$ cat src/rtl/vocab_matcher_pkg.sv
// Shared types and constants for the vocabulary word matcher.
package vocab_matcher_pkg;

  typedef enum logic [2:0] {
    IDLE      = 3'd0,
    ISSUE     = 3'd1,
    CMP_MATCH = 3'd2,
    CMP_SKIP  = 3'd3,
    DONE      = 3'd4
  } state_t;

  localparam logic [63:0] NULL_CHAR = '0;

endpackage

$ cat src/rtl/vocab_matcher.sv
// Searches a packed, null-terminated vocabulary in external sync-read SRAM for a
// query word; reports found, ordinal index and start address of the match.
module vocab_matcher
  import vocab_matcher_pkg::*;
#(
  parameter int DATA_WIDTH   = 8,
  parameter int ADDR_WIDTH   = 8,
  parameter int MAX_WORD_LEN = 16,
  parameter int LEN_WIDTH    = 5,
  parameter int IDX_WIDTH    = 8
) (
  input  logic                               clk,
  input  logic                               rst_n,
  input  logic                               start,
  input  logic                               abort,
  input  logic [MAX_WORD_LEN*DATA_WIDTH-1:0] word,
  input  logic [LEN_WIDTH-1:0]               word_len,
  input  logic [ADDR_WIDTH-1:0]              vocab_base,
  input  logic [ADDR_WIDTH-1:0]              vocab_limit,
  output logic [ADDR_WIDTH-1:0]              vocab_addr,
  output logic                               vocab_rd,
  input  logic [DATA_WIDTH-1:0]              vocab_rdata,
  output logic                               busy,
  output logic                               done,
  output logic                               found,
  output logic [IDX_WIDTH-1:0]               match_idx,
  output logic [ADDR_WIDTH-1:0]              match_addr
);

  localparam logic [DATA_WIDTH-1:0] NUL = DATA_WIDTH'(NULL_CHAR);

  state_t state, state_n;

  logic [MAX_WORD_LEN*DATA_WIDTH-1:0] word_q;
  logic [LEN_WIDTH-1:0]               len_q;
  logic [ADDR_WIDTH-1:0]              limit_q;
  logic [ADDR_WIDTH-1:0]              ptr;
  logic [ADDR_WIDTH-1:0]              wstart;
  logic [LEN_WIDTH-1:0]               pos;
  logic [IDX_WIDTH-1:0]               idx;
  logic                               skip_q;

  logic [DATA_WIDTH-1:0] cur_char;
  logic len_bad, is_nul, at_end, idx_sat;
  logic accept, go, pos_inc, skip_set, next_word, hit;

  // Query character at the current compare position.
  always_comb begin
    cur_char = '0;
    for (int i = 0; i < MAX_WORD_LEN; i++) begin
      if (pos == LEN_WIDTH'(i)) cur_char = word_q[i*DATA_WIDTH +: DATA_WIDTH];
    end
  end

  assign len_bad = (word_len == '0) || (word_len > LEN_WIDTH'(MAX_WORD_LEN));
  assign is_nul  = (vocab_rdata == NUL);
  assign at_end  = (ptr == limit_q) || (&ptr);
  assign idx_sat = &idx;

  always_ff @(posedge clk or negedge rst_n) begin
    if (!rst_n) state <= IDLE;
    else        state <= state_n;
  end

  always_comb begin
    state_n   = state;
    accept    = 1'b0;
    go        = 1'b0;
    pos_inc   = 1'b0;
    skip_set  = 1'b0;
    next_word = 1'b0;
    hit       = 1'b0;
    if (abort) begin
      state_n = IDLE;
    end else begin
      case (state)
        IDLE: begin
          if (start) begin
            accept  = 1'b1;
            state_n = len_bad ? DONE : ISSUE;
          end
        end
        ISSUE: state_n = skip_q ? CMP_SKIP : CMP_MATCH;
        CMP_MATCH: begin
          if (pos == '0 && is_nul) begin
            state_n = DONE;
          end else if (pos < len_q && vocab_rdata == cur_char) begin
            pos_inc = 1'b1;
            go      = 1'b1;
          end else if (pos == len_q && is_nul) begin
            // A match at the saturated index cannot be reported faithfully.
            hit     = !idx_sat;
            state_n = DONE;
          end else if (is_nul) begin
            next_word = 1'b1;
            go        = 1'b1;
          end else begin
            skip_set = 1'b1;
            go       = 1'b1;
          end
        end
        CMP_SKIP: begin
          next_word = is_nul;
          go        = 1'b1;
        end
        DONE:    state_n = IDLE;
        default: state_n = IDLE;
      endcase
      if (go) state_n = at_end ? DONE : ISSUE;
    end
  end

  always_ff @(posedge clk or negedge rst_n) begin
    if (!rst_n) begin
      word_q     <= '0;
      len_q      <= '0;
      limit_q    <= '0;
      ptr        <= '0;
      wstart     <= '0;
      pos        <= '0;
      idx        <= '0;
      skip_q     <= 1'b0;
      found      <= 1'b0;
      match_idx  <= '0;
      match_addr <= '0;
    end else begin
      if (accept) begin
        word_q     <= word;
        len_q      <= word_len;
        limit_q    <= vocab_limit;
        ptr        <= vocab_base;
        wstart     <= vocab_base;
        pos        <= '0;
        idx        <= '0;
        skip_q     <= 1'b0;
        found      <= 1'b0;
        match_idx  <= '0;
        match_addr <= '0;
      end
      if (hit) begin
        found      <= 1'b1;
        match_idx  <= idx;
        match_addr <= wstart;
      end
      if (go && !at_end) ptr <= ptr + 1'b1;
      if (pos_inc)  pos <= pos + 1'b1;
      if (skip_set) skip_q <= 1'b1;
      if (next_word) begin
        wstart <= ptr + 1'b1;
        pos    <= '0;
        skip_q <= 1'b0;
        if (!idx_sat) idx <= idx + 1'b1;
      end
    end
  end

  assign vocab_rd   = (state == ISSUE);
  assign vocab_addr = ptr;
  assign busy       = (state == ISSUE) || (state == CMP_MATCH) || (state == CMP_SKIP);
  assign done       = (state == DONE);

endmodule

$ cat config.mk
export PLATFORM = sky130hd
export DESIGN_NAME = vocab_matcher
export DESIGN_NICKNAME = d
export VERILOG_FILES = /design/src/rtl/vocab_matcher_pkg.sv /design/src/rtl/vocab_matcher.sv
export SDC_FILE = /design/constraint.sdc
export NUM_CORES = 1
export LEC_CHECK = 0
export ABC_AREA = 1
export BUFFER_PORTS_ARGS = -buffer_cell sky130_fd_sc_hd__buf_2
export CORE_UTILIZATION = 56
export CTS_CLUSTER_DIAMETER = 120
export DETAILED_ROUTE_END_ITERATION = 12
export GPL_TIMING_DRIVEN = 0
export HOLD_SLACK_MARGIN = 0.03
export PLACE_DENSITY = 0.81
export SYNTH_ARGS = -nofsm -noshare
export SYNTH_HDL_FRONTEND = slang
export SYNTH_SLANG_ARGS = --single-unit
$ cat constraint.sdc
create_clock -name clk -period 3.75 [get_ports clk]
set_input_delay 0.5625 -clock clk [delete_from_list [all_inputs] [get_ports clk]]
set_output_delay 0.5625 -clock clk [all_outputs]
set_load 0.05 [all_outputs]
==> impl_metrics.csv, run 1 <==
group,metric,value,unit
final_layout,layout-drive-gt1-share,19.99,%
floorplanning,start_util,57.26,%
floorplanning,pin_count,189,
placement,dp.final_hpwl,18.28,mm
placement,io_buffers,188,
setup_path,crit_path_start_kind,"flop",
floorplanning,die_area,18220,sq um
sta,skew,10.52,ps
setup_path,worstPathArrival,3890,ps
synth,syn-num-nets,1534,
detailed_routing,vias,9256,
detailed_routing,viasPerCell,5.094,
clock_tree,ctsHoldBuffers,0,
sta,setup_viol,0,
clock_tree,cts_made_buffers,17,
pwr,p_leak,0.006561,uW
floorplanning,die_h,135.0,um
global_route,grt_pass1_vias,8360,
detailed_routing,wirelength,25.54,mm
pwr,p_int,4054,uW
placement,dpl_cell_area,11160,sq um
synth,async_reset_ff_share,100.0,%
clock_tree,path_clk_slew,70,ps
synth,synth.avg_cell_area,7.276,sq um
detailed_routing,first_pass_iters,6,
placement,dp_cells,1775,
clock_tree,clockBufferDepth,2,
pwr,powerDensity,514.8,nW/um^2
sta,drv_slew,0,
sta,worst_slew_pin_slew,1045,ps
synth,yosysWarnings,0,
final_layout,post-route-util,69.00,%
clock_tree,tritoncts,"yes",
synth,synthCells,1361,
synth,synth-seq-area-share,48.26,%
sta,relSlewSlack,30.35,%
detailed_routing,drc,0,
sta,holdWs,83.70,ps
synth,synth_top_cell_by_area,"dfrtp_1",
outcome,outcome,"completed",
synth,synth-seq-cells,191,
setup_path,cp-endpoint,"pos[0]$_DFFE_PN0P_",
pwr,netSwitchingFraction,34.00,%
setup_path,regToRegStartpoint,"pos[1]$_DFFE_PN0P_",
sta,fmax,284.0,MHz
setup_path,crit_top_cell,"nand2_1",
sta,hold_viol,0,
detailed_routing,ant_nets,0,
floorplanning,core_region_area,17300,sq um
setup_path,cpMaxStageDelayCell,"dfrtp_2",
clock_tree,htree_num_levels,4,
setup_path,crit_path_max_incr_delay,450,ps
global_route,grt_usage,28.27,%
final_layout,num-nets-final,1752,
pwr,power_frac_seq,47.4,%
global_route,grt-ovfl-total,0,
setup_path,worstSetupPathType,"flop to flop",
final_layout,final_area,11930,sq um
synth,ys_top_cells_by_area,"dfrtp_1, nand2_1, nand3_1, inv_1, o21ai_0",
detailed_routing,first_iter_violations,914,
synth,ys_types,40,
floorplanning,die_x,135.0,um
clock_tree,clockRootBuffer,"clkbuf_16",
global_route,antenna_found_initial,1,
final_layout,instances_no_fill,1817,
sta,fin_crit,3522,ps
pwr,p_comb_share,24.6,%
clock_tree,cts_sinks,191,
placement,gp_congestion,0.9133,
synth,synth_top_flop_cell,"dfrtp_1",
setup_path,r2r_end,"pos[0]$_DFFE_PN0P_",
synth,synth_edf_count,0,
synth,synth_top_area_share,48.26,%
synth,netlist_area,9903,sq um
sta,finalCritPeriodShare,93.91,%
final_layout,syn_to_final_growth,20.50,%
clock_tree,clk_latency,440,ps
detailed_routing,wl_per_cell,14.06,um
setup_path,r2r_setup_slack,230,ps
hold_path,min-delay-path-class,"primary input to asynchronous set/reset pin",
setup_path,cp_max_fo,9,
setup_path,startpoint,"pos[1]$_DFFE_PN0P_",
pwr,clock_power_share,28.0,%
flow_run,drv_cap,0,
setup_path,end_kind,"flop",
global_route,grt_max_degree,120,
global_route,grt_first_pass_wirelength,40.21,mm
setup_path,cp.required,4120,ps
pwr,switchingPower,2089,uW
setup_path,reg2regPathDepth,30,
pwr,irDropWorstVdd,0.0003783,V
floorplanning,rows,48,
## layout by cell type (no fill, tap or decap), types with 4 or more instances in the layout
cell / n
nand2_2: 8
buf_4: 11
inv_1: 115
o21ai_0: 42
inv_2: 13
clkbuf_16: 17
nor2_1: 28
nor2_2: 10
ha_1: 12
nand2_4: 4
nand2_1: 653
nor2_4: 9
clkbuf_8: 5
nand4_1: 13
buf_1: 5
or2_2: 15
a21oi_1: 7
or2_1: 4
nand3_1: 113
nand3_2: 10
clkbuf_1: 36
o21ai_1: 17
xor2_1: 10
dfrtp_1: 189
buf_2: 190
xnor2_1: 7
nand3b_1: 5
## layout make-up
class,instances,area [sq um]
repair buffers,199,1054
clock buffers,23,498.0
diodes,1,2.502
flip-flops and latches,191,4782
fillers,1426,5363
plain buffers,49,219.0
well taps,225,281.5
clock inverters,8,56.30
multi-input cells,990,4544
inverters,131,496.7
## power groups by stage
stage,Sequential (uW),Combinational (uW),Clock [uW]
2_1_floorplan,2960,922,0
3_3_place_gp,2910,1420,0
3_5_place_dp,2930,1470,0
4_1_cts,2900,1480,1730
5_1_grt,2960,1700,1820
6_report,2910,1510,1720
## per-layer routing
metal  track usage (%)  vias up  wire, um
li1                  -     4652         -
met2             45.39      292     12040
met3             4.279       42      1389
met4             8.552        0       537
met5                 0        -         0
met1             39.68     4270     11570
## kinds of logic after synthesis
group           synth area share [%]
compound gates                 4.169
xor+xnor                       1.503
fa+ha+maj                      1.516
buf+inv                        7.050
flops                          48.26
simple gates                   37.50
## critical path: cells and delay by family (launching register included)
kind          cells  cell delay [ps]
simple gates     25             2390
flops             1              450
buf+inv           4              360
fa+ha+maj         1              230
## what timing repair did
action                                  4_1_cts  5_1_grt
pin swaps                                     0       11
buffers inserted                              0       10
endpoints found under the setup margin        7       49
gates cloned                                  0        0
gates resized for setup                       2       37
## worst min path at each step
| stage | endpoint | slack (ps) | depth (start not counted) |
|---|---|---|---|
| after floorplan | found$_DFFE_PN0P_ | 270 | 0 |
| after global placement | word_q[121]$_DFFE_PN0P_ | 460 | 2 |
| after detailed placement | word_q[121]$_DFFE_PN0P_ | 460 | 2 |
| after CTS | word_q[25]$_DFFE_PN0P_ | 110 | 1 |
| after global routing | word_q[22]$_DFFE_PN0P_ | 130 | 1 |
| final | word_q[29]$_DFFE_PN0P_ | 80 | 1 |
## per-stage QoR
step / setup TNS (ps) / total power, uW / worst slack [ps]
global route: -419.2 / 6484 / -59.60
floorplan: 0 / 3879 / 778.8
detailed placement: -12.07 / 4401 / -12.07
global placement: -184560 / 4335 / -983.8
CTS: 0 / 6112 / 9.393
finish: 0 / 6143 / 228.3
## flip-flops by register name, summed over array words and instances (netlist names), 3 cells and up
signal / cells
match_addr: 8
limit_q: 8
len_q: 5
match_idx: 8
vocab_addr: 8
pos: 5
state: 3
word_q: 128
idx: 8
wstart: 8
## cells in the mapped netlist, types with 7 or more instances
| library cell | instances |
|---|---|
| nand4_1 | 13 |
| xor2_1 | 10 |
| clkbuf_1 | 35 |
| ha_1 | 12 |
| inv_1 | 116 |
| o21ai_0 | 42 |
| o21ai_1 | 19 |
| nor2_1 | 34 |
| nand3_1 | 121 |
| nor2_2 | 8 |
| inv_2 | 14 |
| or2_2 | 15 |
| xnor2_1 | 7 |
| dfrtp_1 | 191 |
| nand2_1 | 659 |
| a21oi_1 | 7 |
(Power assumes the default switching activity.)
==> inputs of run 2 (changes only) <==
BUFFER_PORTS_ARGS = -buffer_cell sky130_fd_sc_hd__clkbuf_2   (was -buffer_cell sky130_fd_sc_hd__buf_2)
==> run 2 against run 1 <==
Worst setup slack worse by 100 ps. First-iteration DRC count fell by 17%. Count of clock-buffer cells in the layout down 6. Sequential share of layout area is 0.66 points lower. Combinational power is essentially flat. Clock power up 10%. Fmax decreased by 2.8%. Wire length increased by 1.3%. Cell count increased by 0.50%. Flip-flop and latch count stayed put. Worst hold slack gained 80 ps. Global-route usage rose by 0.34 points. Highest routed layer unchanged.
==> impl_metrics.csv, run 2 (synthesis gave the netlist of run 1 again) <==
group,metric,value,unit
detailed_routing,vias,9382,
sta,drv_slew,0,
setup_path,cp_max_fo,10,
placement,pre_cts_ws,25.64,ps
final_layout,final_cell_mix,"nand2_1, clkbuf_2, dfrtp_1",
sta,worst_slack,128.5,ps
global_route,grt_first_pass_wirelength,40.68,mm
sta,holdWs,164.0,ps
final_layout,largest_reg_flops,128,
detailed_routing,first_pass_iters,8,
final_layout,multi_input_area,4609,sq um
global_route,grt-ovfl-total,0,
pwr,irDropWorstVdd,0.0003141,V
setup_path,worstPathArrival,3970,ps
setup_path,cpMaxStageDelayCell,"dfrtp_2",
setup_path,reg2regPathDepth,29,
floorplanning,rows,48,
clock_tree,clk_latency,440,ps
floorplanning,die_h,135.0,um
clock_tree,clockRootBuffer,"clkbuf_16",
setup_path,cp.required,4100,ps
final_layout,layout-drive-gt1-share,21.05,%
floorplanning,die_x,135.0,um
clock_tree,tritoncts,"yes",
sta,skew,7.472,ps
floorplanning,pin_count,189,
outcome,outcome,"completed",
floorplanning,start_util,57.26,%
placement,gp_congestion,0.8971,
final_layout,num-nets-final,1761,
final_layout,instances_no_fill,1826,
sta,fin_crit,3621,ps
sta,finalCritPeriodShare,96.57,%
setup_path,crit_top_cell,"nand3_1",
setup_path,crit_path_max_incr_delay,460,ps
placement,io_buffers,188,
floorplanning,core_region_area,17300,sq um
sta,fmax,276.1,MHz
clock_tree,clockBufferDepth,2,
pwr,p_leak,0.006669,uW
final_layout,syn_to_final_growth,22.55,%
global_route,antenna_found_initial,0,
placement,dp.final_hpwl,18.35,mm
final_layout,largest-register,"word_q",
clock_tree,cts_sinks,191,
sta,relSlewSlack,39.21,%
setup_path,end_kind,"flop",
global_route,grt_pass1_vias,8490,
global_route,grt_max_degree,98,
detailed_routing,drc,0,
clock_tree,path_clk_slew,70,ps
placement,dpl_cell_area,11160,sq um
sta,setup_viol,0,
final_layout,register_area,4783,sq um
detailed_routing,viasPerCell,5.138,
sta,hold_viol,0,
clock_tree,cts_made_buffers,17,
global_route,grt_usage,28.61,%
detailed_routing,wirelength,25.88,mm
final_layout,final_area,12140,sq um
hold_path,min-delay-path-class,"primary input to asynchronous set/reset pin",
setup_path,crit_path_start_kind,"flop",
sta,worst_slew_pin_slew,911.8,ps
pwr,powerDensity,521.8,nW/um^2
final_layout,post-route-util,70.17,%
detailed_routing,wl_per_cell,14.17,um
final_layout,final_common_cell,"nand2_1",
clock_tree,ctsHoldBuffers,0,
floorplanning,die_area,18220,sq um
setup_path,worstSetupPathType,"flop to flop",
clock_tree,htree_num_levels,4,
final_layout,antenna_cells,0,
detailed_routing,first_iter_violations,758,
final_layout,nFillCells,1426,
flow_run,drv_cap,0,
detailed_routing,ant_nets,0,
placement,dp_cells,1775,
## run 2: changes by cell type in the layout (fill, tap and decap cells not counted), sizes merged
cell      before  now
bufinv         0    3
nand2        666  667
inv          131  135
diode          1    0
clkbuf        60  243
clkinvlp       2    1
clkinv         6    7
buf          211   30
## run 2: power breakdown
group | leakage, uW | total [uW] | switching, uW | internal [uW]
clock network | 0.000300 | 1900 | 834 | 1060
logic | 0.00395 | 1520 | 977 | 546
registers | 0.00242 | 2910 | 336 | 2580
## run 2: timing repair
action	in CTS	in global routing
pin swaps	0	25
gates resized for setup	3	54
buffers inserted	0	17
gates cloned	0	2
endpoints found under the setup margin	4	49
## run 2: layout make-up
cell class / instances / share of cell area, %
buffer: 49 / 1.835
multi-input combinational: 991 / 37.98
inverter: 131 / 4.113
clock inverter: 15 / 1.526
timing repair buffer: 207 / 9.309
clock buffer: 17 / 3.505
sequential: 191 / 39.41
tap: 225 / 2.320
## run 2: worst max-delay path, delay by kind of cell, from the launching register on
| kind | cells | cell delay [ps] |
|---|---|---|
| compound gates | 2 | 270 |
| fa+ha+maj | 1 | 190 |
| buf+inv | 6 | 630 |
| flops | 1 | 460 |
| simple gates | 20 | 1980 |
## run 2: stage by stage
stage | power [uW] | setup TNS [ps]
after CTS | 6289 | 0
after floorplan | 3879 | 0
final | 6333 | 0
after detailed placement | 4400 | 0
after global routing | 6687 | -1294
after global placement | 4339 | -274460
## run 2: worst paths after layout
check	slack [ps]	start	endpoint
max in group asynchronous	2660	rst_n	word_q[101]$_DFFE_PN0P_
min	160	rst_n	word_q[29]$_DFFE_PN0P_
min in group clk	310	word[62]	word_q[62]$_DFFE_PN0P_
min reg2reg	480	word_q[107]$_DFFE_PN0P_	word_q[107]$_DFFE_PN0P_
max reg2reg	130	pos[0]$_DFFE_PN0P_	wstart[0]$_DFFE_PN0P_
max	130	pos[0]$_DFFE_PN0P_	wstart[0]$_DFFE_PN0P_
## run 2: metal layers
| layer | track usage (%) | vias to the layer above | wire length [um] |
|---|---|---|---|
| met5 | 0 | - | 0 |
| met4 | 8.427 | 0 | 528 |
| met3 | 4.992 | 57 | 1566 |
| met2 | 46.05 | 332 | 12290 |
| met1 | 39.73 | 4310 | 11500 |
| li1 | - | 4683 | - |
==> inputs of run 3 (changes only) <==
CORE_UTILIZATION = 50   (was 56)
PLACE_DENSITY = 0.78   (was 0.81)
RECOVER_POWER = 100   (was default)
==> run 3 against run 2 <==
The run now ends with capacitance limit, slew limit left. Combinational power is essentially flat. Sequential share of layout area grew 0.27 points. Wire length grew 0.75%. Register-to-register slack is essentially flat. Sequential power is essentially flat. Worst setup slack lost 10 ps. Utilization shrank 8.2 points. Critical endpoint is now wstart[1]$_DFFE_PN0P_. Highest routed layer unchanged.
==> impl_metrics.csv, run 3 (synthesis gave the netlist of run 1 again) <==
group,metric,value,unit
floorplanning,pin_count,189,
setup_path,reg2regPathDepth,30,
setup_path,crit_top_cell,"nand2_1",
global_route,grt_pass1_vias,8922,
setup_path,end_kind,"flop",
final_layout,syn_to_final_growth,21.69,%
global_route,grt_usage,26.50,%
pwr,p_int,4137,uW
final_layout,final_cell_mix,"nand2_1, dfrtp_1, clkbuf_2",
global_route,grt_util_met2,44.99,%
flow_run,drv_cap,1,
floorplanning,die_area,20370,sq um
clock_tree,ctsHoldBuffers,0,
global_route,grt_first_pass_wirelength,42.39,mm
sta,hold_viol,0,
global_route,antenna_found_initial,0,
setup_path,crit_path_start_kind,"flop",
final_layout,layout-drive-gt1-share,18.75,%
pwr,netSwitchingFraction,33.92,%
final_layout,largest_reg_flops,128,
floorplanning,rows,51,
placement,dp.final_hpwl,19.14,mm
global_route,grt_busiest_layer,"met2",
outcome,failed_checks,"capacitance limit, slew limit",
clock_tree,htree_num_levels,4,
detailed_routing,wirelength,26.07,mm
setup_path,crit_path_max_incr_delay,460,ps
pwr,p_comb_share,24.1,%
setup_path,cp_max_fo,8,
sta,worst_slack,118.1,ps
placement,gp_congestion,0.8520,
global_route,grt-ovfl-total,0,
sta,drv_slew,94,
detailed_routing,first_pass_iters,5,
pwr,power_frac_seq,46.6,%
detailed_routing,viasPerCell,5.030,
sta,relSlewSlack,-58.58,%
pwr,switchingPower,2123,uW
hold_path,holdPathStages,3,
pwr,totalPowerFinal,6260,uW
setup_path,cp.required,4060,ps
global_route,grt.met3_usage,3.387,%
floorplanning,die_h,142.7,um
pwr,powerDensity,519.5,nW/um^2
floorplanning,core_region_area,19460,sq um
final_layout,instances_no_fill,1860,
outcome,outcome,"complete, but fails checks",
final_layout,num-nets-final,1757,
detailed_routing,wl_per_cell,14.02,um
clock_tree,clk_latency,430,ps
placement,io_buffers,188,
detailed_routing,drc,0,
placement,dp_cells,1815,
pwr,clock_power_share,29.3,%
sta,tns,0,ps
sta,fin_crit,3632,ps
sta,holdWs,319.3,ps
floorplanning,die_x,142.7,um
detailed_routing,vias,9356,
final_layout,final_common_cell,"nand2_1",
sta,fmax,275.3,MHz
clock_tree,path_clk_slew,70,ps
sta,skew,11.31,ps
pwr,irDropWorstVdd,0.0003028,V
sta,setup_viol,0,
setup_path,worstSetupPathType,"flop to flop",
global_route,grt_use_met1,35.34,%
final_layout,largest-register,"word_q",
clock_tree,tritoncts,"yes",
final_layout,antenna_cells,0,
floorplanning,start_util,50.88,%
hold_path,min-delay-path-class,"primary input to flop",
placement,pre_cts_ws,-22.70,ps
clock_tree,clockBufferDepth,2,
sta,worst_slew_pin_slew,2379,ps
sta,finalCritPeriodShare,96.85,%
detailed_routing,ant_nets,0,
clock_tree,clockRootBuffer,"clkbuf_16",
pwr,p_leak,0.006535,uW
clock_tree,cts_sinks,191,
global_route,grt_max_degree,99,
setup_path,cpMaxStageDelayCell,"dfrtp_2",
detailed_routing,first_iter_violations,739,
clock_tree,cts_made_buffers,17,
setup_path,worstPathArrival,3940,ps
-- run 3: cell types whose count changed in the layout (fill, tap and decap cells not counted), sizes merged --
cell / before / now
clkinvlp: 1 / 2
nand2: 667 / 666
clkbuf: 243 / 247
buf: 30 / 26
inv: 135 / 133
clkinv: 7 / 4
bufinv: 3 / 2
-- run 3: per-stage QoR --
| step | instance area (sq um) | util (%) |
|---|---|---|
| 2_1_floorplan | 9903 | - |
| 3_3_place_gp | 11180 | 57.42 |
| 3_5_place_dp | 11210 | 57.61 |
| 4_1_cts | 11810 | 60.69 |
| 5_1_grt | 12050 | 61.92 |
| 6_report | 12050 | 61.92 |
-- run 3: what timing repair did --
action                                  4_1_cts  5_1_grt
setup buffers                                 0       14
endpoints found under the hold margin         0        0
gates resized for setup                       4       47
gates cloned                                  0        1
pin swaps                                     0       13
endpoints found under the setup margin        9       49
-- run 3: cell type report --
type                            instances  area (sq um)
Fill cell                            1716          7411
Clock buffer                           20         456.7
Clock inverter                         10         130.1
Inverter                              131         499.2
Buffer                                 49         221.5
Tap cell                              265         331.6
Timing Repair Buffer                  204          1044
Multi-Input combinational cell        990          4587
Sequential cell                       191          4782
-- run 3: power by group through the flow --
stage / clock network, uW / registers, uW / logic (uW)
final: 1840 / 2920 / 1510
after detailed placement: 0 / 2940 / 1480
after floorplan: 0 / 2960 / 922
after global placement: 0 / 2920 / 1430
after CTS: 1850 / 2900 / 1490
after global routing: 1930 / 2980 / 1720
-- run 3: metal layers --
metal  routed length [um]  share of wire, %
met1                11630                45
met2                12650                49
met3                 1349               5.2
met4                  442               1.7
met5                    0                 0
-- run 3: worst paths after layout --
| check | slack, ps | endpoint | start |
|---|---|---|---|
| setup / recovery | 120 | wstart[1]$_DFFE_PN0P_ | pos[0]$_DFFE_PN0P_ |
| hold / removal | 320 | word_q[105]$_DFFE_PN0P_ | word[105] |
| setup reg to reg | 120 | wstart[1]$_DFFE_PN0P_ | pos[0]$_DFFE_PN0P_ |
| hold reg to reg | 470 | word_q[109]$_DFFE_PN0P_ | word_q[109]$_DFFE_PN0P_ |
| max in group asynchronous | 1510 | word_q[101]$_DFFE_PN0P_ | rst_n |
| min in group asynchronous | 860 | word_q[28]$_DFFE_PN0P_ | rst_n |
-- run 3: worst max-delay path: cells and delay by family (launching register included) --
family	cells	cell delay, ps
AND/OR/NAND/NOR	25	2490
buffers and inverters	4	440
adder cells (fa/ha/maj)	1	140
flip-flops	1	460
